<file path="src/rtl/alu_pkg.sv">
// alu_pkg: shared ALU and divider operation codes
package alu_pkg;
   typedef enum logic [3:0] {
      ALU_ADD, ALU_SUB, ALU_SLL, ALU_SLT, ALU_SLTU,
      ALU_XOR, ALU_SRL, ALU_SRA, ALU_OR, ALU_AND
   } alu_op_t;
   typedef enum logic [1:0] {DIV, DIVU, REM, REMU} divop_t;
   function automatic logic is_signed_op(input divop_t o);
      return !o[0];
   endfunction
   function automatic logic is_rem_op(input divop_t o);
      return o[1];
   endfunction
endpackage

</file>
<file path="src/rtl/div_iter_step.sv">
// div_iter_step: one restoring shift-subtract step of the radix-2 divider
module div_iter_step #(parameter int W = 32) (
   input  logic [W:0]   rem_in,
   input  logic         dbit,
   input  logic [W-1:0] divisor,
   output logic [W:0]   rem_out,
   output logic         q_bit
);
   logic [W+1:0] shifted;
   assign shifted = {rem_in, dbit};
   assign q_bit = shifted >= {2'b0, divisor};
   assign rem_out = q_bit ? (W+1)'(shifted - {2'b0, divisor}) : shifted[W:0];
endmodule

</file>
<file path="src/rtl/div_unit.sv">
// div_unit: iterative radix-2 divider for DIV/DIVU/REM/REMU and their word forms
module div_unit import alu_pkg::*; #(parameter int XLEN = 32) (
   input  logic            clk,
   input  logic            rst_n,
   input  logic            in_valid,
   output logic            in_ready,
   input  logic [XLEN-1:0] a,
   input  logic [XLEN-1:0] b,
   input  logic [1:0]      op,
   input  logic            is_word_op,
   input  logic            flush,
   output logic            out_valid,
   input  logic            out_ready,
   output logic [XLEN-1:0] result
);
   typedef enum logic [1:0] {IDLE, BUSY, DONE} state_t;
   localparam int CW = $clog2(XLEN);
   state_t state;
   logic [XLEN:0] rem, rem_next;
   logic [XLEN-1:0] quo, dvsr, quo_next, q_fin, r_fin;
   logic [XLEN-1:0] ext_a, ext_b, abs_a, abs_b, min_val, spec_res;
   logic [CW-1:0] cnt;
   logic neg_q, neg_r, word_q, sgn, sa, sb, div_zero, ovf, q_bit;
   divop_t op_q;
   function automatic logic [XLEN-1:0] ext32(input logic [31:0] v, input logic s);
      return s ? XLEN'($signed(v)) : XLEN'(v);
   endfunction
   function automatic logic [XLEN-1:0] pick(input divop_t o, input logic [XLEN-1:0] q,
                                            input logic [XLEN-1:0] r, input logic w);
      logic [XLEN-1:0] s;
      s = is_rem_op(o) ? r : q;
      return w ? ext32(s[31:0], 1'b1) : s;
   endfunction
   div_iter_step #(.W(XLEN)) u_step (
      .rem_in(rem), .dbit(quo[XLEN-1]), .divisor(dvsr), .rem_out(rem_next), .q_bit(q_bit)
   );
   assign in_ready = state == IDLE;
   always_comb begin
      sgn      = is_signed_op(divop_t'(op));
      ext_a    = is_word_op ? ext32(a[31:0], sgn) : a;
      ext_b    = is_word_op ? ext32(b[31:0], sgn) : b;
      sa       = sgn & ext_a[XLEN-1];
      sb       = sgn & ext_b[XLEN-1];
      abs_a    = sa ? -ext_a : ext_a;
      abs_b    = sb ? -ext_b : ext_b;
      min_val  = is_word_op ? ext32(32'h8000_0000, 1'b1) : {1'b1, (XLEN-1)'(0)};
      div_zero = ext_b == '0;
      ovf      = sgn && ext_b == '1 && ext_a == min_val;
      spec_res = pick(divop_t'(op), div_zero ? '1 : ext_a, div_zero ? ext_a : '0, is_word_op);
      quo_next = {quo[XLEN-2:0], q_bit};
      q_fin    = neg_q ? -quo_next : quo_next;
      r_fin    = neg_r ? -rem_next[XLEN-1:0] : rem_next[XLEN-1:0];
   end
   always_ff @(posedge clk or negedge rst_n) begin
      if (!rst_n) begin
         state     <= IDLE;
         out_valid <= 1'b0;
         result    <= '0;
         rem       <= '0;
         quo       <= '0;
         dvsr      <= '0;
         cnt       <= '0;
         neg_q     <= 1'b0;
         neg_r     <= 1'b0;
         word_q    <= 1'b0;
         op_q      <= DIV;
      end else if (flush) begin
         state     <= IDLE;
         out_valid <= 1'b0;
      end else begin
         case (state)
            IDLE: if (in_valid) begin
               op_q   <= divop_t'(op);
               word_q <= is_word_op;
               neg_q  <= sa ^ sb;
               neg_r  <= sa;
               if (div_zero || ovf) begin
                  result    <= spec_res;
                  out_valid <= 1'b1;
                  state     <= DONE;
               end else begin
                  rem   <= '0;
                  // word dividends start at the top so the MSB-first shift sees them first
                  quo   <= is_word_op ? abs_a << (XLEN-32) : abs_a;
                  dvsr  <= abs_b;
                  cnt   <= is_word_op ? CW'(31) : CW'(XLEN-1);
                  state <= BUSY;
               end
            end
            BUSY: begin
               rem <= rem_next;
               quo <= quo_next;
               cnt <= cnt - 1'b1;
               if (cnt == '0) begin
                  result    <= pick(op_q, q_fin, r_fin, word_q);
                  out_valid <= 1'b1;
                  state     <= DONE;
               end
            end
            DONE: if (out_ready) begin
               out_valid <= 1'b0;
               state     <= IDLE;
            end
            default: state <= IDLE;
         endcase
      end
   end
endmodule
</file>
<file path="config.mk">
export PLATFORM = sky130hd
export DESIGN_NAME = div_unit
export DESIGN_NICKNAME = d
export VERILOG_FILES = /design/src/rtl/alu_pkg.sv /design/src/rtl/div_iter_step.sv /design/src/rtl/div_unit.sv
export SDC_FILE = /design/constraint.sdc
export NUM_CORES = 1
export LEC_CHECK = 0
export CAP_MARGIN = 20
export CORE_ASPECT_RATIO = 0.7
export CORE_MARGIN = 2
export CORE_UTILIZATION = 60
export DETAILED_ROUTE_END_ITERATION = 10
export GPL_TIMING_DRIVEN = 0
export PLACE_DENSITY_LB_ADDON = 0.05
export SYNTH_ARGS = -nofsm -noshare
export SYNTH_HDL_FRONTEND = slang
export SYNTH_HIERARCHICAL = 1
export SYNTH_SLANG_ARGS = --single-unit
export TNS_END_PERCENT = 10
</file>
<file path="constraint.sdc">
create_clock -name clk -period 6.05 [get_ports clk]
set_input_delay 1.5125 -clock clk [delete_from_list [all_inputs] [get_ports clk]]
set_output_delay 1.5125 -clock clk [all_outputs]
set_load 0.01 [all_outputs]
</file>
==> results.yml <==
outcome:
  status: "finished, final reports clean"
min_path:
  min_to: "dvsr[28]"
  holdPathStages: 2
  hp-class: "reg2reg"
  min_from: "dvsr[28]"
worst_setup_path:
  slowest_stage: "or4_2"
  worstSetupStartpointType: "flop"
  r2r_slack_ns: 0.47
  worstPathArrival_ns: 5.88
  cpPeakStageDelay_ns: 0.75
  cp_top_family: "simple AND/OR/NAND/NOR gates"
  worstPathMaxFanout: 14
  r2r_end: "result[18]"
  path_common_cell: "inv_1"
  ff2ff_path_depth: 20
  worstPathCellList: "inv_1 -> ha_1 -> inv_1 -> fa_1 -> a21o_4 -> nand4_4 -> a2111oi_4 -> o2111ai_2 -> a211oi_4 -> nor2_4 -> inv_8 -> buf_12 -> inv_1 -> ha_1 -> nor4b_1 -> nand4_1 -> or4_2 -> a21oi_1 -> o21a_1 -> o41ai_1"
  path_class: "reg2reg"
  worst-path-buf-inv: 5
  crit_required_ns: 6.35
  r2r_start: "quo[31]"
  cp.depth: 20
  end_kind: "flop"
clocking:
  clk_path_buf_depth: 2
  post_cts_buffers: 0
  cts_max_level: 4
  cts_hold_buffers: 0
  clkSinkCount: 140
  cts_tree: "built"
  cts_resized: 0
  insertion_delay_ns: 0.45
  cts-buffers-inserted: 17
  cts-root-buf: "clkbuf_16"
  clkTransAtPathRegs_ns: 0.07
routing:
  drtIter0Drc: 1876
  routedWlPerCell_um: 21.4
  final_antenna_net_count: 0
  vias: 12183
  drt-total-wl_um: 39900
  drt-pass1-iter-count: 8
  drc: 0
  via_per_inst: 6.54
synthesis:
  synth_top_cells_by_count: "207 x nand2_1, 140 x dfrtp_1, 116 x a21oi_1"
  ys_warn_count: 6
  synth_nets: 1577
  ys.flop_type: "dfrtp_1"
  ys_types: 94
  async_reset_ff_share_pct: 100
  synth_most_common_cell: "nand2_1"
  syn_area_mm2: 0.0119
  yosys.area_share.simple_pct: 21.1
  synth_area_leader_cell: "dfrtp_1"
  synth_compound_area_share_pct: 23.9
  synth_adder_area_share_pct: 5.10
  synth_top_area_share_pct: 29.5
  synthMuxAreaShare_pct: 4.28
  synth_seq_cells: 140
  syn_area_per_cell_um2: 8.12
  synth_area_leaders: "dfrtp_1 30%, nand2_1 6.5%, xnor2_1 6.2%"
  ys_seq_area_share_pct: 29.5
  synth_top_family_by_area: "compound AO/OA/AOI/OAI gates"
  synth-xor-area-share_pct: 10.3
  synth_edf_count: 0
  syn_inst: 1462
floorplan:
  die_w_um: 172
  dieArea_mm2: 0.0209
  initial_core_util_pct: 62.0
  row_count: 42
  die_y_um: 122
  ioPinCount: 106
  coreArea_mm2: 0.0191
sta:
  maxSlewHeadroom_pct: 28.3
  rsz0062_at_grt: "false"
  period_share_pct: 92.2
  finalHoldViolations: 0
  fin_worst_skew_ns: 0.0151
  fmax_mhz: 179
  whs_ns: 0.487
  slew_viol_final: 0
  finalCriticalPeriod_ns: 5.58
  tightest_slew_ns: 1.08
  setup_viol: 0
pwr:
  pwr_density_cell_mw_per_mm2: 524
  total_leakage_power_nw: 6.07
  total_power_w: 0.00726
  peakVddDrop_uv: 309
layout:
  nets: 1700
  final_layout_size_suffix_gt1_share_pct: 8.57
  diodes: 0
  syn_to_final_growth_pct: 16.8
placement:
  dp_hpwl_um: 30000
  gp_congestion: 0.977
  portBuffers: 103
global_routing:
  antenna_found_initial: 1
  grt_max_degree: 79
  grt_use_total_pct: 38.9
  first_global_vias: 11079
  grt_overflow: 0
  grt_pass1_wl_um: 62100
run:
  maxCapViolations: 0
-- logic make-up after synthesis --
logic type,after synthesis
multiplexers,41
buffers and inverters,156
AND/OR/NAND/NOR,506
AO/OA/AOI/OAI,430
adder cells (fa/ha/maj),49
XOR/XNOR,140
flip-flops,140
-- registers in the layout (all words and copies together), names as in the netlist, 2 cells and up --
| name | flops |
|---|---|
| cnt | 5 |
| result | 32 |
| state | 2 |
| rem | 33 |
| quo | 32 |
| dvsr | 32 |
-- routing by layer --
metal / vias to the layer above / routed length [um] / GRT usage (%)
li1: 5499 / - / -
met1: 5777 / 17700 / 60.1
met2: 823 / 15700 / 52.6
met3: 84 / 5550 / 10.5
met4: 0 / 862 / 11.3
met5: - / 0 / 0
-- where the power goes --
part | internal, W | switching, W | leakage [nW]
clock network | 0.000626 | 0.000491 | 0.290
registers | 0.00129 | 0.000344 | 1.80
logic | 0.00172 | 0.00279 | 3.98
-- metrics by stage --
stage	cell area, um2	std cells	setup TNS, ns	setup slack (ns)	util, %
3_3_place_gp	13200	1829	-333.26	-2.40	69.2
4_1_cts	13900	1862	0	0.769	72.5
2_1_floorplan	11900	1462	0	1.34	-
3_5_place_dp	13300	1830	0	0.810	69.3
6_report	13900	1862	0	0.470	72.5
5_1_grt	13900	1862	0	0.312	72.5
-- how the worst max path moves through the flow --
| stage | start | endpoint | slack [ns] |
|---|---|---|---|
| after floorplan | quo[31] | result[31] | 1.34 |
| after global placement | rst_n | quo[21] | -2.40 |
| after detailed placement | quo[31] | result[31] | 0.81 |
| after CTS | quo[31] | result[31] | 0.77 |
| after global routing | quo[31] | result[18] | 0.31 |
| final | quo[31] | result[18] | 0.47 |
-- layout make-up --
type / instances / area [um2]
Buffer: 88 / 423
Clock buffer: 18 / 429
Clock inverter: 14 / 173
Fill cell: 1530 / 5270
Inverter: 68 / 263
Multi-Input combinational cell: 1166 / 7680
Sequential cell: 140 / 3500
Tap cell: 264 / 330
Timing Repair Buffer: 104 / 1060
-- worst min-delay path, cell delays in order, from the launching register on --
cell	delay (ns)
dfrtp_1	0.35
nand2_1	0.05
o21ai_1	0.06
-- placed cells by master (no fill, tap or decap), types with 8 or more instances in the layout --
master	count
nand2_1	207
dfrtp_1	140
a21oi_1	116
clkdlybuf4s50_1	102
nor2_1	92
xnor2_1	84
o21ai_1	73
inv_1	67
nand3_1	59
xor2_1	56
o21ai_0	53
clkbuf_1	48
ha_1	42
o31ai_1	31
nor3_1	29
buf_2	22
nand4_1	22
a21o_1	22
nor4_1	19
a22o_1	19
o22ai_1	17
clkbuf_16	17
mux2_4	17
mux2i_1	14
a31oi_1	12
or3_1	10
or4_1	9
o41ai_1	9
a211oi_1	8
Note: power is estimated with default switching activity, not from simulation.
